[src/rtl/mult_operand_issue_taint_if.sv]
// Operand issue bus: upstream operand handshake, multiplier start/operands,
// multiplier completion, plus one taint bit per signal or bus.
interface mult_operand_issue_taint_if #(
  parameter int WIDTH = 4
);
  logic             in_valid;
  logic             in_valid_t;
  logic [WIDTH-1:0] in_multiplier;
  logic             in_multiplier_t;
  logic [WIDTH-1:0] in_multiplicand;
  logic             in_multiplicand_t;
  logic             in_ready;
  logic             in_ready_t;
  logic             start;
  logic             start_t;
  logic [WIDTH-1:0] multiplier;
  logic             multiplier_t;
  logic [WIDTH-1:0] multiplicand;
  logic             multiplicand_t;
  logic             productDone;
  logic             productDone_t;
  logic             busy;
  logic             busy_t;

  // Issue block side
  modport slave (
    input  in_valid, in_valid_t, in_multiplier, in_multiplier_t,
           in_multiplicand, in_multiplicand_t, productDone, productDone_t,
    output in_ready, in_ready_t, start, start_t, multiplier, multiplier_t,
           multiplicand, multiplicand_t, busy, busy_t
  );

  // Environment side (operand producer and multiplier)
  modport master (
    output in_valid, in_valid_t, in_multiplier, in_multiplier_t,
           in_multiplicand, in_multiplicand_t, productDone, productDone_t,
    input  in_ready, in_ready_t, start, start_t, multiplier, multiplier_t,
           multiplicand, multiplicand_t, busy, busy_t
  );
endinterface

[src/rtl/mult_operand_issue_taint.sv]
// Operand issue stage for a multi-cycle multiplier. Operand pairs are queued
// in a 2-entry FIFO, issued one at a time with a single-cycle start pulse,
// and the next issue waits for a fresh rising edge of productDone.
// Control-path taint is tracked with sticky bits and merged into the outputs.
module mult_operand_issue_taint #(
  parameter int WIDTH = 4
) (
  input logic                   clk,
  input logic                   rst,
  mult_operand_issue_taint_if.slave bus
);

  typedef enum logic [1:0] {
    ST_IDLE  = 2'd0,
    ST_ISSUE = 2'd1,
    ST_WAIT  = 2'd2
  } state_e;

  // FIFO entry layout: {multiplicand_t, multiplier_t, multiplicand, multiplier}
  localparam int ENTRY_W = 2 * WIDTH + 2;

  state_e             state_q, state_d;
  logic [ENTRY_W-1:0] fifo_q [0:1];
  logic [1:0]         count_q, count_d;
  logic               wr_ptr_q, wr_ptr_d;
  logic               rd_ptr_q, rd_ptr_d;
  logic               pd_prev_q;
  logic               ctrl_t_q, ctrl_t_d;
  logic               occ_t_q, occ_t_d;
  logic               start_q, start_d;
  logic               busy_q, busy_d;
  logic [WIDTH-1:0]   mplier_q, mplier_d;
  logic [WIDTH-1:0]   mcand_q, mcand_d;
  logic               mplier_t_q, mplier_t_d;
  logic               mcand_t_q, mcand_t_d;

  logic               in_ready_s;
  logic               push_s;
  logic               pop_s;
  logic               pd_rise_s;
  logic               wait_exit_s;
  logic               load_s;
  logic [ENTRY_W-1:0] entry_s;
  logic [ENTRY_W-1:0] head_s;

  assign in_ready_s  = (count_q < 2'd2);
  assign push_s      = bus.in_valid & in_ready_s;
  assign pop_s       = (state_q == ST_ISSUE);
  assign pd_rise_s   = bus.productDone & ~pd_prev_q;
  assign wait_exit_s = (state_q == ST_WAIT) & pd_rise_s;
  assign entry_s     = {bus.in_multiplicand_t, bus.in_multiplier_t,
                        bus.in_multiplicand, bus.in_multiplier};
  assign head_s      = fifo_q[rd_ptr_q];

  // Sequencer next state; start/busy are registered from the next state.
  always_comb begin
    state_d = state_q;
    start_d = 1'b0;
    busy_d  = 1'b0;
    load_s  = 1'b0;
    case (state_q)
      ST_IDLE: begin
        if (count_q != 2'd0) begin
          state_d = ST_ISSUE;
          load_s  = 1'b1;
        end else begin
          state_d = ST_IDLE;
        end
      end
      ST_ISSUE: begin
        state_d = ST_WAIT;
      end
      ST_WAIT: begin
        // Only a fresh rise ends the wait; a level left high from an
        // earlier operation does not.
        if (pd_rise_s) begin
          state_d = ST_IDLE;
        end else begin
          state_d = ST_WAIT;
        end
      end
      default: begin
        state_d = ST_IDLE;
      end
    endcase
    start_d = (state_d == ST_ISSUE);
    busy_d  = (state_d != ST_IDLE);
  end

  // FIFO pointers and occupancy; push and pop together keep occupancy.
  always_comb begin
    count_d  = count_q;
    wr_ptr_d = wr_ptr_q;
    rd_ptr_d = rd_ptr_q;
    case ({push_s, pop_s})
      2'b10:   count_d = count_q + 2'd1;
      2'b01:   count_d = count_q - 2'd1;
      default: count_d = count_q;
    endcase
    if (push_s) begin
      wr_ptr_d = ~wr_ptr_q;
    end else begin
      wr_ptr_d = wr_ptr_q;
    end
    if (pop_s) begin
      rd_ptr_d = ~rd_ptr_q;
    end else begin
      rd_ptr_d = rd_ptr_q;
    end
  end

  // Output operand registers capture the FIFO head as the issue begins and
  // hold it until the following issue.
  always_comb begin
    mplier_d   = mplier_q;
    mcand_d    = mcand_q;
    mplier_t_d = mplier_t_q;
    mcand_t_d  = mcand_t_q;
    if (load_s) begin
      mplier_d   = head_s[WIDTH-1:0];
      mcand_d    = head_s[2*WIDTH-1:WIDTH];
      mplier_t_d = head_s[2*WIDTH];
      mcand_t_d  = head_s[2*WIDTH+1];
    end else begin
      mplier_d   = mplier_q;
      mcand_d    = mcand_q;
      mplier_t_d = mplier_t_q;
      mcand_t_d  = mcand_t_q;
    end
  end

  // Sticky control and occupancy taint.
  always_comb begin
    ctrl_t_d = ctrl_t_q | (push_s & bus.in_valid_t) |
               (wait_exit_s & bus.productDone_t);
    occ_t_d  = occ_t_q | (push_s & bus.in_valid_t) | (pop_s & ctrl_t_q);
  end

  // All state updates; synchronous active-low reset discards everything.
  always_ff @(posedge clk) begin
    if (!rst) begin
      state_q    <= ST_IDLE;
      fifo_q[0]  <= {ENTRY_W{1'b0}};
      fifo_q[1]  <= {ENTRY_W{1'b0}};
      count_q    <= 2'd0;
      wr_ptr_q   <= 1'b0;
      rd_ptr_q   <= 1'b0;
      pd_prev_q  <= 1'b0;
      ctrl_t_q   <= 1'b0;
      occ_t_q    <= 1'b0;
      start_q    <= 1'b0;
      busy_q     <= 1'b0;
      mplier_q   <= {WIDTH{1'b0}};
      mcand_q    <= {WIDTH{1'b0}};
      mplier_t_q <= 1'b0;
      mcand_t_q  <= 1'b0;
    end else begin
      state_q    <= state_d;
      if (push_s) begin
        fifo_q[wr_ptr_q] <= entry_s;
      end
      count_q    <= count_d;
      wr_ptr_q   <= wr_ptr_d;
      rd_ptr_q   <= rd_ptr_d;
      pd_prev_q  <= bus.productDone;
      ctrl_t_q   <= ctrl_t_d;
      occ_t_q    <= occ_t_d;
      start_q    <= start_d;
      busy_q     <= busy_d;
      mplier_q   <= mplier_d;
      mcand_q    <= mcand_d;
      mplier_t_q <= mplier_t_d;
      mcand_t_q  <= mcand_t_d;
    end
  end

  assign bus.in_ready       = in_ready_s;
  assign bus.in_ready_t     = occ_t_q;
  assign bus.start          = start_q;
  assign bus.start_t        = ctrl_t_q;
  assign bus.busy           = busy_q;
  assign bus.busy_t         = ctrl_t_q;
  assign bus.multiplier     = mplier_q;
  assign bus.multiplier_t   = mplier_t_q | ctrl_t_q;
  assign bus.multiplicand   = mcand_q;
  assign bus.multiplicand_t = mcand_t_q | ctrl_t_q;

endmodule

[src/flat_wrapper.sv]
// flat-port wrapper written by rule: the top's interface ports become plain ports
module mult_operand_issue_taint_flat 
#(
  parameter int WIDTH = 4
)
  (clk, rst, bus_in_valid, bus_in_valid_t, bus_in_multiplier, bus_in_multiplier_t, bus_in_multiplicand, bus_in_multiplicand_t, bus_productDone, bus_productDone_t, bus_in_ready, bus_in_ready_t, bus_start, bus_start_t, bus_multiplier, bus_multiplier_t, bus_multiplicand, bus_multiplicand_t, bus_busy, bus_busy_t);
  mult_operand_issue_taint_if #(.WIDTH(WIDTH)) bus_i ();
  input logic clk;
  input logic rst;
  input wire logic [$bits(bus_i.in_valid)-1:0] bus_in_valid;
  input wire logic [$bits(bus_i.in_valid_t)-1:0] bus_in_valid_t;
  input wire logic [$bits(bus_i.in_multiplier)-1:0] bus_in_multiplier;
  input wire logic [$bits(bus_i.in_multiplier_t)-1:0] bus_in_multiplier_t;
  input wire logic [$bits(bus_i.in_multiplicand)-1:0] bus_in_multiplicand;
  input wire logic [$bits(bus_i.in_multiplicand_t)-1:0] bus_in_multiplicand_t;
  input wire logic [$bits(bus_i.productDone)-1:0] bus_productDone;
  input wire logic [$bits(bus_i.productDone_t)-1:0] bus_productDone_t;
  output wire logic [$bits(bus_i.in_ready)-1:0] bus_in_ready;
  output wire logic [$bits(bus_i.in_ready_t)-1:0] bus_in_ready_t;
  output wire logic [$bits(bus_i.start)-1:0] bus_start;
  output wire logic [$bits(bus_i.start_t)-1:0] bus_start_t;
  output wire logic [$bits(bus_i.multiplier)-1:0] bus_multiplier;
  output wire logic [$bits(bus_i.multiplier_t)-1:0] bus_multiplier_t;
  output wire logic [$bits(bus_i.multiplicand)-1:0] bus_multiplicand;
  output wire logic [$bits(bus_i.multiplicand_t)-1:0] bus_multiplicand_t;
  output wire logic [$bits(bus_i.busy)-1:0] bus_busy;
  output wire logic [$bits(bus_i.busy_t)-1:0] bus_busy_t;
  assign bus_i.in_valid = bus_in_valid;
  assign bus_i.in_valid_t = bus_in_valid_t;
  assign bus_i.in_multiplier = bus_in_multiplier;
  assign bus_i.in_multiplier_t = bus_in_multiplier_t;
  assign bus_i.in_multiplicand = bus_in_multiplicand;
  assign bus_i.in_multiplicand_t = bus_in_multiplicand_t;
  assign bus_i.productDone = bus_productDone;
  assign bus_i.productDone_t = bus_productDone_t;
  assign bus_in_ready = bus_i.in_ready;
  assign bus_in_ready_t = bus_i.in_ready_t;
  assign bus_start = bus_i.start;
  assign bus_start_t = bus_i.start_t;
  assign bus_multiplier = bus_i.multiplier;
  assign bus_multiplier_t = bus_i.multiplier_t;
  assign bus_multiplicand = bus_i.multiplicand;
  assign bus_multiplicand_t = bus_i.multiplicand_t;
  assign bus_busy = bus_i.busy;
  assign bus_busy_t = bus_i.busy_t;
  mult_operand_issue_taint #(.WIDTH(WIDTH)) u_core (.clk(clk), .rst(rst), .bus(bus_i));
endmodule
[config.mk]
export PLATFORM = sky130hd
export DESIGN_NAME = mult_operand_issue_taint_flat
export DESIGN_NICKNAME = d
export VERILOG_FILES = /design/src/rtl/mult_operand_issue_taint_if.sv /design/src/rtl/mult_operand_issue_taint.sv /design/src/flat_wrapper.sv
export SDC_FILE = /design/constraint.sdc
export NUM_CORES = 1
export LEC_CHECK = 0
export BUFFER_PORTS_ARGS = -buffer_cell sky130_fd_sc_hd__buf_2
export CAP_MARGIN = 40
export CORE_UTILIZATION = 55
export DETAILED_ROUTE_END_ITERATION = 12
export PLACE_DENSITY = 0.77
export SLEW_MARGIN = 20
export SYNTH_ARGS = -nofsm -noshare
export SYNTH_HDL_FRONTEND = slang
export SYNTH_SLANG_ARGS = --single-unit
[constraint.sdc]
create_clock -name clk -period 4.9 [get_ports clk]
set_input_delay 0.98 -clock clk [delete_from_list [all_inputs] [get_ports clk]]
set_output_delay 0.98 -clock clk [all_outputs]
set_load 0.005 [all_outputs]
==> results.md, run 1 <==
- Max_cap viols: 0
- Worst R2R Path Depth: 4
- DR WL/cell: 13.8 um
- Hold path depth: 1
- Die width: 57.9 um
- # H-tree levels: 2
- Final instance area: about 1900 um^2
- # port buffers: 31
- Vias/cell: 5.31
- Number of global-route vias before repair: 1009
- Gr usage total: 17.5%
- Failing checks: design-rule violations
- Synth async-reset ratio: 0%
- Post-route DRC: 2
- Later-pin clock latency in the skew report: between 0.3 and 0.4 ns
- CP required: 4.89 ns
- First-pass GRT wire length: 4.31 mm
- Predominant post-synthesis flop cell: dfxtp_1
- Antenna diodes: 0
- Setup TNS: 0 ns
- Root buffer cell: clkbuf_4
- LEAKAGE: ~0.9 nW
- Filler cell count: between 200 and 250
- Nets: ~190
- Core area: 2850 um^2
- Vias: 1061
- Most frequent cells in the layout: buf_2 (31), and2_1 (24), dfxtp_1 (21)
- Post-synthesis cell type count: 30
- Area Growth Syn to Fin: 12.6%
- F_max: approximately 470 MHz
- Worst EP arrival: around 2.1 ns
- Post-Syn Instances: around 140
- Hold Path Class: reg -> reg
- RePlAce Congestion: 0.770
- RSZ-0062 raised after global routing: false
- FP Rows: 19
- # hold bufs at CTS: 0
- Clk_skew: 0.0102 ns
- Seq cells post-synth: 41
- Die ar.: around 3300 um^2
- Pin count of the biggest net entering global routing: 26
- Hold Vio Cnt, Final: 0
- Post-CTS Setup Repair Bufs: 0
- Post-Syn Nets: ~160
- Chip height: 57.9 um
- Initial antenna violation count: 0
- WL final: ~2.8 mm
- Crit Path Category: in -> reg
- Cts repair resizes: 0
- Sequential area share after synthesis: 59.5%
- Placed inst area: approximately 1900 um^2
- CTS max path bufs: 2
- Power Density: roughly 540 nW/um^2
- Commonest non-fill, non-tap cell in the layout: buf_2
- Detailed Place HPWL: 1.98 mm
- Grt ovf: 0
- Final setup vio count: 0
- Peak VDD IR: 0.313 mV
- Crit path launch type: input pin
- # IOs: 32
- R2R Path Start: u_core.state_q[0]$_SDFF_PN0_
- Number of synthesized flops with an enable pin: 20
- Final Cycle Share: 43.5%
- Avg Cell Area, Syn: 12.4 um^2
- First-pass DRT Iterations: 8
- Worst r2r dst: u_core.count_q[1]$_SDFFE_PN0P_
- Hold wc startpoint: u_core.bus.multiplicand[1]$_SDFFE_PN0P_
- CP max FO: 25
- Crit path capture type: flop
- Slew headroom: 46.3%
- Yosys warning count: 0
- Final Slew Violations: 0
- Clock slew at reported path FFs: 0.12 ns
- Initial drt markers: between 40 and 50
- Antenna viol nets, final: 0
- CTS tree: yes
- Status: finished, violations left
- Clk sinks: about 40
- Initial Utilization: 60.2%
- CTS buffer count: 5
- Final Critical Period: 2.13 ns
- Hold endpoint: u_core.bus.multiplicand[1]$_SDFFE_PN0P_
- Register Area: 1020 um^2
- Layout cells sized above 1: 25.4%
- Cell Area, Synth: about 1700 um^2
- Area occupied by multi-input gates: 633 um^2
- Tightest Pin Transition: 0.803 ns
- Worst reg-to-reg setup slack: between 3 and 4 ns
-- sequential cells by signal, indices dropped and copies added, names as in the netlist --
register	count
u_core.bus.busy	1
u_core.rd_ptr_q	1
u_core.bus.multiplicand	4
u_core.count_q	2
u_core.state_q	2
u_core.fifo_q	20
u_core.pd_prev_q	1
u_core.bus.busy_t	1
u_core.bus.in_ready_t	1
u_core.wr_ptr_q	1
u_core.mplier_t_q	1
u_core.mcand_t_q	1
u_core.bus.start	1
u_core.bus.multiplier	4
-- critical path: stages --
cell and delay [ns]:
buf_2 0.31, and3_1 0.40, nand2b_1 0.43
-- layout make-up --
class,instances,area share [%]
clock buffers,7,3.43
clock inverters,1,0.194
repair buffers,32,8.41
well taps,31,2.01
multi-input cells,86,32.8
inverters,2,0.388
flip-flops and latches,41,52.8
-- worst max path at each step --
stage	startpoint	endpoint	slack (ns)	depth (start not counted)
after detailed placement	rst	u_core.fifo_q[1][2]$_SDFFCE_PN0P_	2.40	3
after CTS	u_core.bus.busy_t$_SDFF_PN0_	bus_multiplicand_t	2.76	2
after floorplan	bus_in_valid	u_core.fifo_q[0][0]$_SDFFCE_PN0P_	2.47	3
final	rst	u_core.fifo_q[1][0]$_SDFFCE_PN0P_	2.77	3
after global placement	rst	u_core.fifo_q[1][2]$_SDFFCE_PN0P_	2.49	3
after global routing	rst	u_core.fifo_q[1][0]$_SDFFCE_PN0P_	2.68	3
-- synth_stat cells, types with 2 or more instances --
master / n / area [um^2]
and2_1: 24 / 150
o21ai_0: 2 / 10.0
xnor2_1: 3 / 26.3
and3_1: 3 / 18.8
inv_1: 2 / 7.51
a21oi_1: 2 / 10.0
or2_2: 2 / 12.5
mux2i_1: 10 / 100
nand2b_1: 2 / 12.5
buf_6: 2 / 22.5
nor2b_1: 4 / 25.0
dfxtp_1: 21 / 420
a21boi_0: 3 / 22.5
nand3_1: 10 / 50.1
edfxtp_1: 20 / 601
o211a_1: 10 / 100
clkbuf_1: 4 / 15.0
buf_2: 2 / 10.0
-- cell families after synthesis --
| logic type | Yosys count | synth area share (%) |
|---|---|---|
| AO/OA/AOI/OAI | 18 | 8.82 |
| XOR/XNOR | 4 | 2.04 |
| adder cells (fa/ha/maj) | 1 | 0.729 |
| buffers and inverters | 11 | 3.64 |
| flip-flops | 41 | 59.5 |
| multiplexers | 10 | 5.83 |
| AND/OR/NAND/NOR | 53 | 19.5 |
-- per-stage QoR --
stage	total power (W)	setup WS, ns	util, %	hold WS (ns)	std cells
2_1_floorplan	0.000786	2.47	-	0.465	138
3_3_place_gp	0.000851	2.49	65.3	0.474	192
3_5_place_dp	0.000865	2.40	65.3	0.482	192
4_1_cts	0.00105	2.76	67.8	0.511	200
5_1_grt	0.00110	2.68	67.8	0.520	200
6_report	0.00104	2.77	67.8	0.507	200
-- where the power goes --
group          internal (W)  switching [W]  leakage [nW]
sequential         0.000460      0.0000623         0.385
combinational      0.000170       0.000164         0.480
clock             0.0000859       0.000102        0.0381
-- per-layer routing --
metal,vias up,global-route usage (%),routed length [um]
li1,545,-,-
met1,487,22.2,1390
met2,27,27.9,1250
met3,2,5.36,106
met4,0,7.14,17
met5,-,0,0
(Power assumes the default switching activity.)
==> inputs of run 2 (changes only) <==
--- a/config.mk
+++ b/config.mk
@@ -7,9 +7,9 @@
 export LEC_CHECK = 0
 export BUFFER_PORTS_ARGS = -buffer_cell sky130_fd_sc_hd__buf_2
 export CAP_MARGIN = 40
-export CORE_UTILIZATION = 55
+export CORE_UTILIZATION = 48
 export DETAILED_ROUTE_END_ITERATION = 12
-export PLACE_DENSITY = 0.77
+export PLACE_DENSITY = 0.71
 export SLEW_MARGIN = 20
 export SYNTH_ARGS = -nofsm -noshare
 export SYNTH_HDL_FRONTEND = slang
==> constraint.sdc (replaced) <==
create_clock -name clk -period 1.8 [get_ports clk]
set_input_delay 0.36 -clock clk [delete_from_list [all_inputs] [get_ports clk]]
set_output_delay 0.36 -clock clk [all_outputs]
set_load 0.005 [all_outputs]
==> results.md, run 2 (same netlist as run 1, synthesis figures left out) <==
- CTS buffer count: 5 (unchanged)
- Most frequent cells in the layout: buf_2 (31), and2_1 (24), dfxtp_1 (21)
- Final Slew Violations: 0 (unchanged)
- Crit path capture type: flop
- Min Hold Slack: 0.252 ns (-0.255 ns)
- Filler cell count: 296 (+34%)
- Worst R2R Path Depth: 4 (unchanged)
- Worst r2r dst: u_core.count_q[1]$_SDFFE_PN0P_
- Setup TNS: 0 ns (unchanged)
- # port buffers: 31 (unchanged)
- RePlAce Congestion: 0.687 (-11%)
- Hold path depth: 2 (+1)
- F_max: around 620 MHz
- Antenna diodes: 0 (unchanged)
- # IOs: 32 (unchanged)
- Max_cap viols: 0 (unchanged)
- Die width: 61.8 um (+6.8%)
- Post-CTS Setup Repair Bufs: 0 (unchanged)
- Placed Cells: 212 (+10%)
- First-pass DRT Iterations: 4 (-4)
- Grt ovf: 0 (unchanged)
- Final instance area: 1980 um^2 (+2.3%)
- R2R Path Start: u_core.state_q[0]$_SDFF_PN0_
- Status: finished clean
- Die ar.: 3820 um^2 (+14%)
- Power Density: 1440 nW/um^2 (+170%)
- Hold endpoint: u_core.pd_prev_q$_SDFF_PN0_
- # hold bufs at CTS: 0 (unchanged)
- Worst Slack Setup Final: 0.196 ns (-2.57 ns)
- Area occupied by multi-input gates: 633 um^2 (unchanged)
- CTS tree: yes
- FP Rows: 21 (+2)
- Later-pin clock latency in the skew report: 0.35 ns (about the same)
- Area Growth Syn to Fin: 15.2%
- Initial Utilization: 50.6% (-9.5 points)
- WL final: 2.86 mm (+3.8%)
- Nets: 190 (+2.7%)
- Peak VDD IR: 0.562 mV (+79%)
- Cts repair resizes: 0 (unchanged)
- Final Cycle Share: 89.1%
- CP max FO: 4 (-84%)
- Register Area: 1020 um^2 (unchanged)
- Initial antenna violation count: 0 (unchanged)
- GRT busiest layer: met2
- Commonest non-fill, non-tap cell in the layout: buf_2
- Vias/cell: 4.89 (-7.9%)
- Max reg flops: 20 (unchanged)
- Place WS: 0.140 ns (-2.26 ns)
- Detailed Place HPWL: 1.96 mm (-1.3%)
- Final setup vio count: 0 (unchanged)
- Tightest Pin Transition: 0.628 ns (-0.175 ns)
- Largest Register: u_core.fifo_q
- CP required: 2.09 ns (-2.80 ns)
- Worst EP arrival: 1.89 ns (-0.23 ns)
- RSZ-0062 raised after global routing: false
- Root buffer cell: clkbuf_4
- Slew headroom: 58.1% (+12 points)
- Post-route DRC: 0 (-2)
- Crit path launch type: flop
- # H-tree levels: 2 (unchanged)
- Layout cells sized above 1: 27.6% (+2.1 points)
- Clock slew at reported path FFs: 0.11 ns (about the same)
- Routing usage on met1: 22.2% (about the same)
- GR Util met2: 24.6% (-3.3 points)
- Antenna viol nets, final: 0 (unchanged)
- Hold Path Class: in -> reg
- LEAKAGE: 0.922 nW (+2.1%)
- Pin count of the biggest net entering global routing: 22 (-15%)
- Hold wc startpoint: bus_productDone
- Hold Vio Cnt, Final: 0 (unchanged)
- Chip height: 61.8 um (+6.8%)
- Worst reg-to-reg setup slack: 0.20 ns (-3.02 ns)
- Gr usage total: 16.9% (-0.54 points)
- Finished Layout Cells: 220 (+10%)
- Number of global-route vias before repair: 924 (-8.4%)
- First-pass GRT wire length: 4.37 mm (+1.4%)
- Core area: 3390 um^2 (+19%)
- DR WL/cell: 13.0 um (-5.6%)
- Crit Path Category: reg -> reg
- Routing usage on met3: 5.59% (+0.23 points)
- Vias: 1075 (+1.3%)
- CTS max path bufs: 2 (unchanged)
- Final Critical Period: 1.60 ns
- Clk sinks: 41 (unchanged)
- Clk_skew: 0.00826 ns (-0.00198 ns)
- Initial drt markers: 83 (+89%)
- Placed inst area: 1920 um^2 (+3.0%)
## run 2: worst max-delay path, stage by stage (launching register included)
cell,delay [ns]
dfxtp_1,0.36
nor2b_1,0.32
ha_1,0.33
or3_1,0.38
a21boi_0,0.16
## run 2: area by class of cell
class / count / area share, %
inverters: 2 / 0.380
flip-flops and latches: 41 / 51.6
clock buffers: 8 / 2.97
multi-input cells: 86 / 32.0
well taps: 46 / 2.91
repair buffers: 37 / 10.1
## run 2: how the worst max path moves through the flow
stage | from | to | depth (start not counted)
CTS | u_core.state_q[0]$_SDFF_PN0_ | u_core.count_q[1]$_SDFFE_PN0P_ | 4
global route | u_core.state_q[0]$_SDFF_PN0_ | u_core.count_q[1]$_SDFFE_PN0P_ | 4
detailed placement | bus_in_valid | u_core.count_q[1]$_SDFFE_PN0P_ | 6
finish | u_core.state_q[0]$_SDFF_PN0_ | u_core.count_q[1]$_SDFFE_PN0P_ | 4
floorplan | bus_in_valid | u_core.fifo_q[0][0]$_SDFFCE_PN0P_ | 3
global placement | bus_in_valid | u_core.count_q[1]$_SDFFE_PN0P_ | 6
## run 2: routing by layer
| layer | vias up | share of wire (%) |
|---|---|---|
| met2 | 27 | 44 |
| met1 | 489 | 49 |
| met3 | 7 | 4.3 |
| met5 | - | 0 |
| li1 | 552 | - |
| met4 | 0 | 2.3 |
## run 2: power breakdown
part	total (W)	switching (W)	internal, W	leakage [nW]
registers	0.00141	0.000163	0.00125	0.385
logic	0.000956	0.000461	0.000495	0.504
clock network	0.000481	0.000288	0.000193	0.0326
total	0.00285	0.000913	0.00194	0.922
## run 2: per-stage QoR
step | power, W | utilization, %
6_report | 0.00285 | 58.4
5_1_grt | 0.00305 | 58.4
4_1_cts | 0.00288 | 58.4
3_5_place_dp | 0.00240 | 56.6
3_3_place_gp | 0.00237 | 56.6
2_1_floorplan | 0.00214 | -
